File: config.mk
export PLATFORM = sky130hd
export DESIGN_NAME = demux2_buf
export DESIGN_NICKNAME = d
export VERILOG_FILES = /design/src/rtl/demux2_buf.sv
export SDC_FILE = /design/constraint.sdc
export NUM_CORES = 1
export LEC_CHECK = 0
export BUFFER_PORTS_ARGS = -buffer_cell sky130_fd_sc_hd__buf_2
export CORE_ASPECT_RATIO = 0.8
export CORE_MARGIN = 3
export CORE_UTILIZATION = 63
export CTS_BUF_LIST = sky130_fd_sc_hd__clkbuf_8
export DETAILED_ROUTE_END_ITERATION = 6
export GPL_ROUTABILITY_DRIVEN = 1
export HOLD_SLACK_MARGIN = 0.15
export PLACE_DENSITY = 0.86
export SYNTH_ARGS = -nofsm -noshare
export SYNTH_HDL_FRONTEND = slang
export SYNTH_SLANG_ARGS = --single-unit
File: constraint.sdc
create_clock -name clk -period 2.7 [get_ports clk]
set_clock_uncertainty 0.05 [all_clocks]
set_input_delay 0.405 -clock clk [delete_from_list [all_inputs] [get_ports clk]]
set_output_delay 0.405 -clock clk [all_outputs]
set_load 0.03 [all_outputs]
File: src/rtl/demux2_buf.sv
// Buffered 1-to-2 demultiplexer: input words tagged by s are steered into two independent FIFOs.
// Optional alternation checker compiled in when DEMUX2_ALT_CHECK_EN is defined.
module demux2_buf #(
  parameter int unsigned WIDTH = 4,
  parameter int unsigned DEPTH = 2
) (
  input  logic             clk,
  input  logic             rst_n,
  input  logic [WIDTH-1:0] a,
  input  logic             s,
  input  logic             a_valid,
  output logic             a_ready,
  output logic [WIDTH-1:0] y0,
  output logic [WIDTH-1:0] y1,
  output logic             y0_valid,
  output logic             y1_valid,
  input  logic             y0_ready,
  input  logic             y1_ready,
  output logic             seq_err
);

  localparam int unsigned PtrW = (DEPTH > 1) ? $clog2(DEPTH) : 1;
  localparam int unsigned CntW = $clog2(DEPTH + 1);

  typedef logic [PtrW-1:0] ptr_t;
  typedef logic [CntW-1:0] cnt_t;

  logic [WIDTH-1:0] mem_q [2][DEPTH];
  logic [WIDTH-1:0] mem_d [2][DEPTH];
  ptr_t             wr_ptr_q [2];
  ptr_t             wr_ptr_d [2];
  ptr_t             rd_ptr_q [2];
  ptr_t             rd_ptr_d [2];
  cnt_t             cnt_q [2];
  cnt_t             cnt_d [2];
  logic [WIDTH-1:0] y_q [2];
  logic [WIDTH-1:0] y_d [2];
  logic [1:0]       push;
  logic [1:0]       pop;
  logic [1:0]       y_ready;
  logic             accept;

  assign y_ready = {y1_ready, y0_ready};
  assign a_ready = (cnt_q[s] != CntW'(DEPTH));
  assign accept  = a_valid && a_ready;

  always_comb begin
    for (int ch = 0; ch < 2; ch++) begin
      push[ch]     = accept && (int'(s) == ch);
      pop[ch]      = (cnt_q[ch] != '0) && y_ready[ch];
      mem_d[ch]    = mem_q[ch];
      wr_ptr_d[ch] = push[ch] ? wr_ptr_q[ch] + ptr_t'(1) : wr_ptr_q[ch];
      rd_ptr_d[ch] = pop[ch]  ? rd_ptr_q[ch] + ptr_t'(1) : rd_ptr_q[ch];
      unique case ({push[ch], pop[ch]})
        2'b10:   cnt_d[ch] = cnt_q[ch] + cnt_t'(1);
        2'b01:   cnt_d[ch] = cnt_q[ch] - cnt_t'(1);
        default: cnt_d[ch] = cnt_q[ch];
      endcase
      if (push[ch]) mem_d[ch][wr_ptr_q[ch]] = a;
      // Output register tracks the next head; the pushed word is the head when the slot
      // being written is the one the read pointer lands on (FIFO empty after this edge's pop).
      y_d[ch] = y_q[ch];
      if (cnt_d[ch] != '0) begin
        y_d[ch] = (push[ch] && (wr_ptr_q[ch] == rd_ptr_d[ch])) ? a : mem_q[ch][rd_ptr_d[ch]];
      end
    end
  end

  always_ff @(posedge clk or negedge rst_n) begin
    if (!rst_n) begin
      for (int ch = 0; ch < 2; ch++) begin
        for (int i = 0; i < int'(DEPTH); i++) mem_q[ch][i] <= '0;
        wr_ptr_q[ch] <= '0;
        rd_ptr_q[ch] <= '0;
        cnt_q[ch]    <= '0;
        y_q[ch]      <= '0;
      end
    end else begin
      for (int ch = 0; ch < 2; ch++) begin
        mem_q[ch]    <= mem_d[ch];
        wr_ptr_q[ch] <= wr_ptr_d[ch];
        rd_ptr_q[ch] <= rd_ptr_d[ch];
        cnt_q[ch]    <= cnt_d[ch];
        y_q[ch]      <= y_d[ch];
      end
    end
  end

  assign y0       = y_q[0];
  assign y1       = y_q[1];
  assign y0_valid = (cnt_q[0] != '0);
  assign y1_valid = (cnt_q[1] != '0);

`ifdef DEMUX2_ALT_CHECK_EN
  typedef enum logic {StExp0, StExp1} chk_state_e;

  chk_state_e state_q, state_d;
  logic       seq_err_q, seq_err_d;
  logic       exp_ch;

  always_ff @(posedge clk or negedge rst_n) begin
    if (!rst_n) begin
      state_q   <= StExp0;
      seq_err_q <= 1'b0;
    end else begin
      state_q   <= state_d;
      seq_err_q <= seq_err_d;
    end
  end

  always_comb begin
    state_d   = state_q;
    seq_err_d = seq_err_q;
    if (accept) begin
      // Match toggles and mismatch resyncs; both end up expecting the channel opposite to s.
      state_d = s ? StExp0 : StExp1;
      if (s != exp_ch) seq_err_d = 1'b1;
    end
  end

  always_comb begin
    exp_ch  = (state_q == StExp1);
    seq_err = seq_err_q;
  end
`else
  assign seq_err = 1'b0;
`endif

endmodule

# Yosys cells after proc, flatten, opt, wreduce, memory -nomap -nowiden
# Cells that the tools add are included.
[word_totals]
ff_bits = 32
in_bits = 10
out_inout_bits = 12
word_cells = 74
[op_classes]
addsub = 8
n_lt_le_gt_ge = 7
eq_ne = 7
n_mux = 21
bitwise_logic = 6
reduce_logical = 13
[ops]
columns = ["operator", "n"]
rows = [
  ["$mux W4", 10],
  ["$bwmux W8", 2],
  ["$ge A2 B2 Y1 const B", 5],
  ["$not A1 Y2", 5],
  ["$logic_and A1 B1 Y1", 9],
  ["$demux W4 S1", 2],
  ["$pmux W2 S2", 2],
  ["$reduce_bool A2 Y1", 4],
  ["$mux W2", 3],
  ["$add A1 B1 Y1 const B", 4],
  ["$add A2 B1 Y2 const B", 2],
  ["$eq A2 B1 Y1 const B", 2],
  ["$eq A2 B2 Y1 const B", 2],
  ["$lt A2 B1 Y1 const B", 2],
  ["$sub A2 B1 Y2 const B", 2],
  ["$eq A1 B1 Y1", 2],
  ["$mux W1", 2],
  ["$ne A2 B2 Y1 const B", 1],
  ["$not A1 Y1", 1],
]

# Longest topological paths before layout
[depth]
ltp_word = 10
mapped_depth = 9
ltp_nobuf = 9

# Worst setup path before layout
# OpenSTA, ideal clock, no wires.
[synth_timing]
path_kind = "flip-flop to flip-flop"
from = "register cnt_q[1] (netlist bit)"
to = "register y_q (netlist bit y1[0])"
setup_ns = 0.123
t_arrival_ns = 1.645
t_required_ns = 2.527
path_slack_ns = 0.883
stages_incl_launch_ff = 10
period_less_slack_ns = 1.817
cell_sequence = "dfrtp_1 -> nor2b_2 -> nor2_1 -> inv_1 -> ha_1 -> xnor2_1 -> nor2_1 -> a22o_2 -> nand2_1 -> o21ai_1"
[synth_between]
elab_chain_cells = 9
[synth_lines]
columns = ["element", "line_no", "text"]
rows = [
  ["start, declared", "34", "cnt_t cnt_q [2];"],
  ["start signal, assigned by index", "83", "cnt_q[ch] <= cnt_d[ch];"],
  ["$mux W2 (implied by the code) (3 in a row)", "44", "assign a_ready = (cnt_q[s] != CntW'(DEPTH));"],
  ["$ne A2 B2 Y1", "44", ""],
  ["$logic_and A1 B1 Y1", "45", "assign accept = a_valid && a_ready;"],
  ["$logic_and A1 B1 Y1", "49", "push[ch] = accept && (int'(s) == ch);"],
  ["$eq A2 B1 Y1 or $eq A2 B2 Y1 (tied branches)", "54", "unique case ({push[ch], pop[ch]})"],
  ["$pmux W2 S2", "54", ""],
  ["$reduce_bool A2 Y1", "63", "if (cnt_d[ch] != '0) begin"],
  ["end signal, assigned by index", "84", "y_q[ch] <= y_d[ch];"],
  ["end, declared", "36", "logic [WIDTH-1:0] y_q [2];"],
]
# Parallel ways exist; a longest one is shown, timed or not. The select of a mux whose other input is x is not followed.
# A chain may end at the register's enable or synchronous reset.

# Worst setup path in the final report
[layout_timing]
from = "register cnt_q[1] (netlist bit)"
to = "register y_q (netlist bit y1[3])"
# Same word-level chain as after synthesis.

==> summary.md <==
| Metric | Value |
|---|---|
| Power per Cell Area | `1420 mW/mm2` |
| Post-synthesis adder-cell area fraction | `0.0152` |
| Wire per inst | `16.7 um` |
| Post-synth top area cell | `dfrtp_1` |
| Area taken by multi-input logic gates | `816 um2` |
| Combinational share of power | `0.483` |
| H-tree depth | `2` |
| Simple-Gate Fraction of Synth Area | `0.0929` |
| Setup violations, final | `0` |
| Vias per cell | `5.56` |
| Vias in the first global route | `1127` |
| FF+latch area | `801 um2` |
| Fin. Hold Viols | `0` |
| Sw frac | `0.400` |
| Number of antenna diodes | `0` |
| Core Box Area | `0.00231 mm2` |
| Clk_lat worst skew | `290 ps` |
| Synth-to-layout area growth | `15.4%` |
| Worst EP arrival | `2150 ps` |
| Cells after Synth | `125` |
| Gr usage total | `0.231` |
| Slowest stage delay, CP | `470 ps` |
| Fin nets | `164` |
| Share of cells above drive strength 1 | `0.320` |
| Most common cell in the netlist | `dfrtp_1` |
| Max Fclk | `0.493 GHz` |
| GPL Wtd Cong | `0.761` |
| HPWL Detailed | `2270 um` |
| Die width | `63.1 um` |
| Min Clock Period, post-route | `2030 ps` |
| Dpl cells | `178` |
| Crit path cell chain | `nor2b_2, nor2_1, inv_1, ha_1, xnor2_1, nor2_1, a22o_2, nand2_1, o21ai_1` |
| Final antenna-violating net count | `0` |
| Worst Hold Class | `in -> reg` |
| Initial antenna violation count | `0` |
| Number of remaining DRC errors | `0` |
| Post-synth top area share | `0.487` |
| Worst hold margin | `360 ps` |
| Post-layout util | `0.821` |
| Relative slew slack | `0.543` |
| Clk slew on worst S/H paths | `70 ps` |
| Final worst slack | `673 ps` |
| DR vias | `1039` |
| TritonCTS clock tree | `built` |
| Synth Warn # | `0` |
| Pint | `1.61 mW` |
| Post-synthesis instance area | `0.00164 mm2` |
| Num CTS Buffers | `5` |
| Status | `finished, final reports clean` |
| Initial Util | `0.712` |
| Worst-margin pin slew | `685 ps` |
| Mapped Nets | `137` |
| RSZ-0062 raised after global routing | `no` |
| Post-synth ARST share | `1.00` |
| Flops & latches, synth | `32` |
| Worst-path fanout max | `8` |
| Post-route non-filler standard cell count | `187` |
| Register area share after synthesis | `0.487` |
| Overall Power | `2.69 mW` |
| Number of synthesized flops with an enable pin | `0` |
| I/O pin count | `22` |
| Setup WS pre-CTS | `714 ps` |
| Synth area leaders | `dfrtp_1, mux2_1, mux2_2, mux2i_1, xnor2_1` |
| Setup TNS | `0 ps` |
| Leak | `0.873 nW` |
| CTS sink count | `32` |
| Die height | `51.7 um` |
| CP Data Required Time | `2820 ps` |
| Predominant post-synthesis flop cell | `dfrtp_1` |
| Unique cell type count in the Yosys netlist | `27` |
| Fin crit share | `0.751` |
| Die ar. | `0.00326 mm2` |
| Mux share of post-synthesis cell area | `0.241` |
| Post-Synth XOR/XNOR Area | `0.0868` |
| Iteration-0 DRC Markers | `31` |
| Finished Cell Area | `0.00190 mm2` |
| Maximum vdd drop | `0.973 mV` |
| TritonRoute pass-1 iters | `4` |
| Clk root buf | `clkbuf_8` |
| Largest net degree at the start of global routing | `33` |
| CP max stage cell | `dfrtp_1` |
| Worst setup SP type | `flip-flop` |
| Max Cap Violations | `0` |
| Mean Syn Cell Area | `13.1 um2` |
| Rows | `15` |
| CP most frequent cell | `nor2_1` |
| Filler Cell Count | `138` |
| Total global routing overflow | `0` |
| Commonest cells in the synthesized netlist | `dfrtp_1, mux2_1, mux2_2, nand2_1` |
| Worst Setup Path Type | `reg -> reg` |
| Worst setup EP type | `flip-flop` |
| Clock Path Buffers | `2` |
| Placed cell areas | `0.00178 mm2` |
| Fin. max-slew vios | `0` |
| Post-CTS Setup Inserts | `0` |
| Compound-gate portion of the synthesized area | `0.0586` |
| Reg2Reg Setup Slack | `670 ps` |
| Total Wirelength | `3120 um` |
| Combinational family with the most area after synthesis | `multiplexers` |
| First-pass GRT wire length | `5420 um` |
| Net switching power | `1.07 mW` |
| I/O Buffers | `20` |
| Clk pwr share | `0.166` |
| Flop pwr share | `0.351` |
## state kept, by name, indices dropped and copies added (netlist names)
register,cells
mem_q,16
y1,4
cnt_q,4
rd_ptr_q,2
y0,4
wr_ptr_q,2
## logic make-up after synthesis
logic type | after synthesis
muxes | 34
other | 1
adders and majority gates | 2
DFF | 32
AOI/OAI and AO/OA | 13
and+or+nand+nor | 25
xor gates and xnor gates | 12
buffers and inverters | 6
## metal layers
metal | part of all wire | global-route usage | up-vias
met2 | 0.52 | 0.406 | 19
li1 | - | - | 494
met5 | 0 | 0 | -
met1 | 0.42 | 0.252 | 519
met3 | 0.035 | 0.0605 | 7
met4 | 0.020 | 0.143 | 0
## critical path, delay by kind of cell (launching register included)
family                   cells  cell delay, ps
AND/OR/NAND/NOR              4             660
flip-flops                   1             470
AO/OA/AOI/OAI                2             340
adder cells (fa/ha/maj)      1             190
XOR/XNOR                     1             140
buffers and inverters        1              70
## path summary, 6_finish.rpt
kind	startpoint	to	cells past startpoint
setup / recovery	cnt_q[1]	y1[3]	9
hold / removal	a[0]	mem_q[0]	2
setup reg to reg	cnt_q[1]	y1[3]	9
hold reg to reg	y0[2]	y0[2]	2
max in group asynchronous	rst_n	cnt_q[0]	2
min in group asynchronous	rst_n	mem_q[0]	2
## power groups by stage
| stage | Clock (mW) | Combinational, mW | Sequential (mW) |
|---|---|---|---|
| 3_5_place_dp | 0 | 1.29 | 0.950 |
| 4_1_cts | 0.451 | 1.31 | 0.943 |
| 6_report | 0.446 | 1.30 | 0.942 |
| 5_1_grt | 0.475 | 1.40 | 0.984 |
| 3_3_place_gp | 0 | 1.22 | 0.920 |
| 2_1_floorplan | 0 | 0.908 | 1.03 |
## area by class of cell
cell class                 count  area share
sequential                    32       0.422
clock buffer                   5      0.0363
timing repair buffer          21      0.0581
inverter                       5     0.00990
tap                           34      0.0224
multi-input combinational     87       0.430
clock inverter                 3      0.0205
## what timing repair did
item,4_1_cts,5_1_grt
hold buffers,1,0
gates resized for setup,0,0
hold endpoints to repair,32,0
## cell usage in the layout (no fill, tap or decap), types with 2 or more instances in the layout
cell and count:
buf_2 20, clkbuf_8 5, dfrtp_1 32, ha_1 2, inv_1 6, mux2_1 13
mux2_2 11, mux2i_1 8, mux2i_4 2, nand2_1 9, nor2_1 8, o21ai_1 8
o21ai_4 2, xnor2_1 7, xnor2_4 2, xor2_1 3
(Power assumes the default switching activity.)
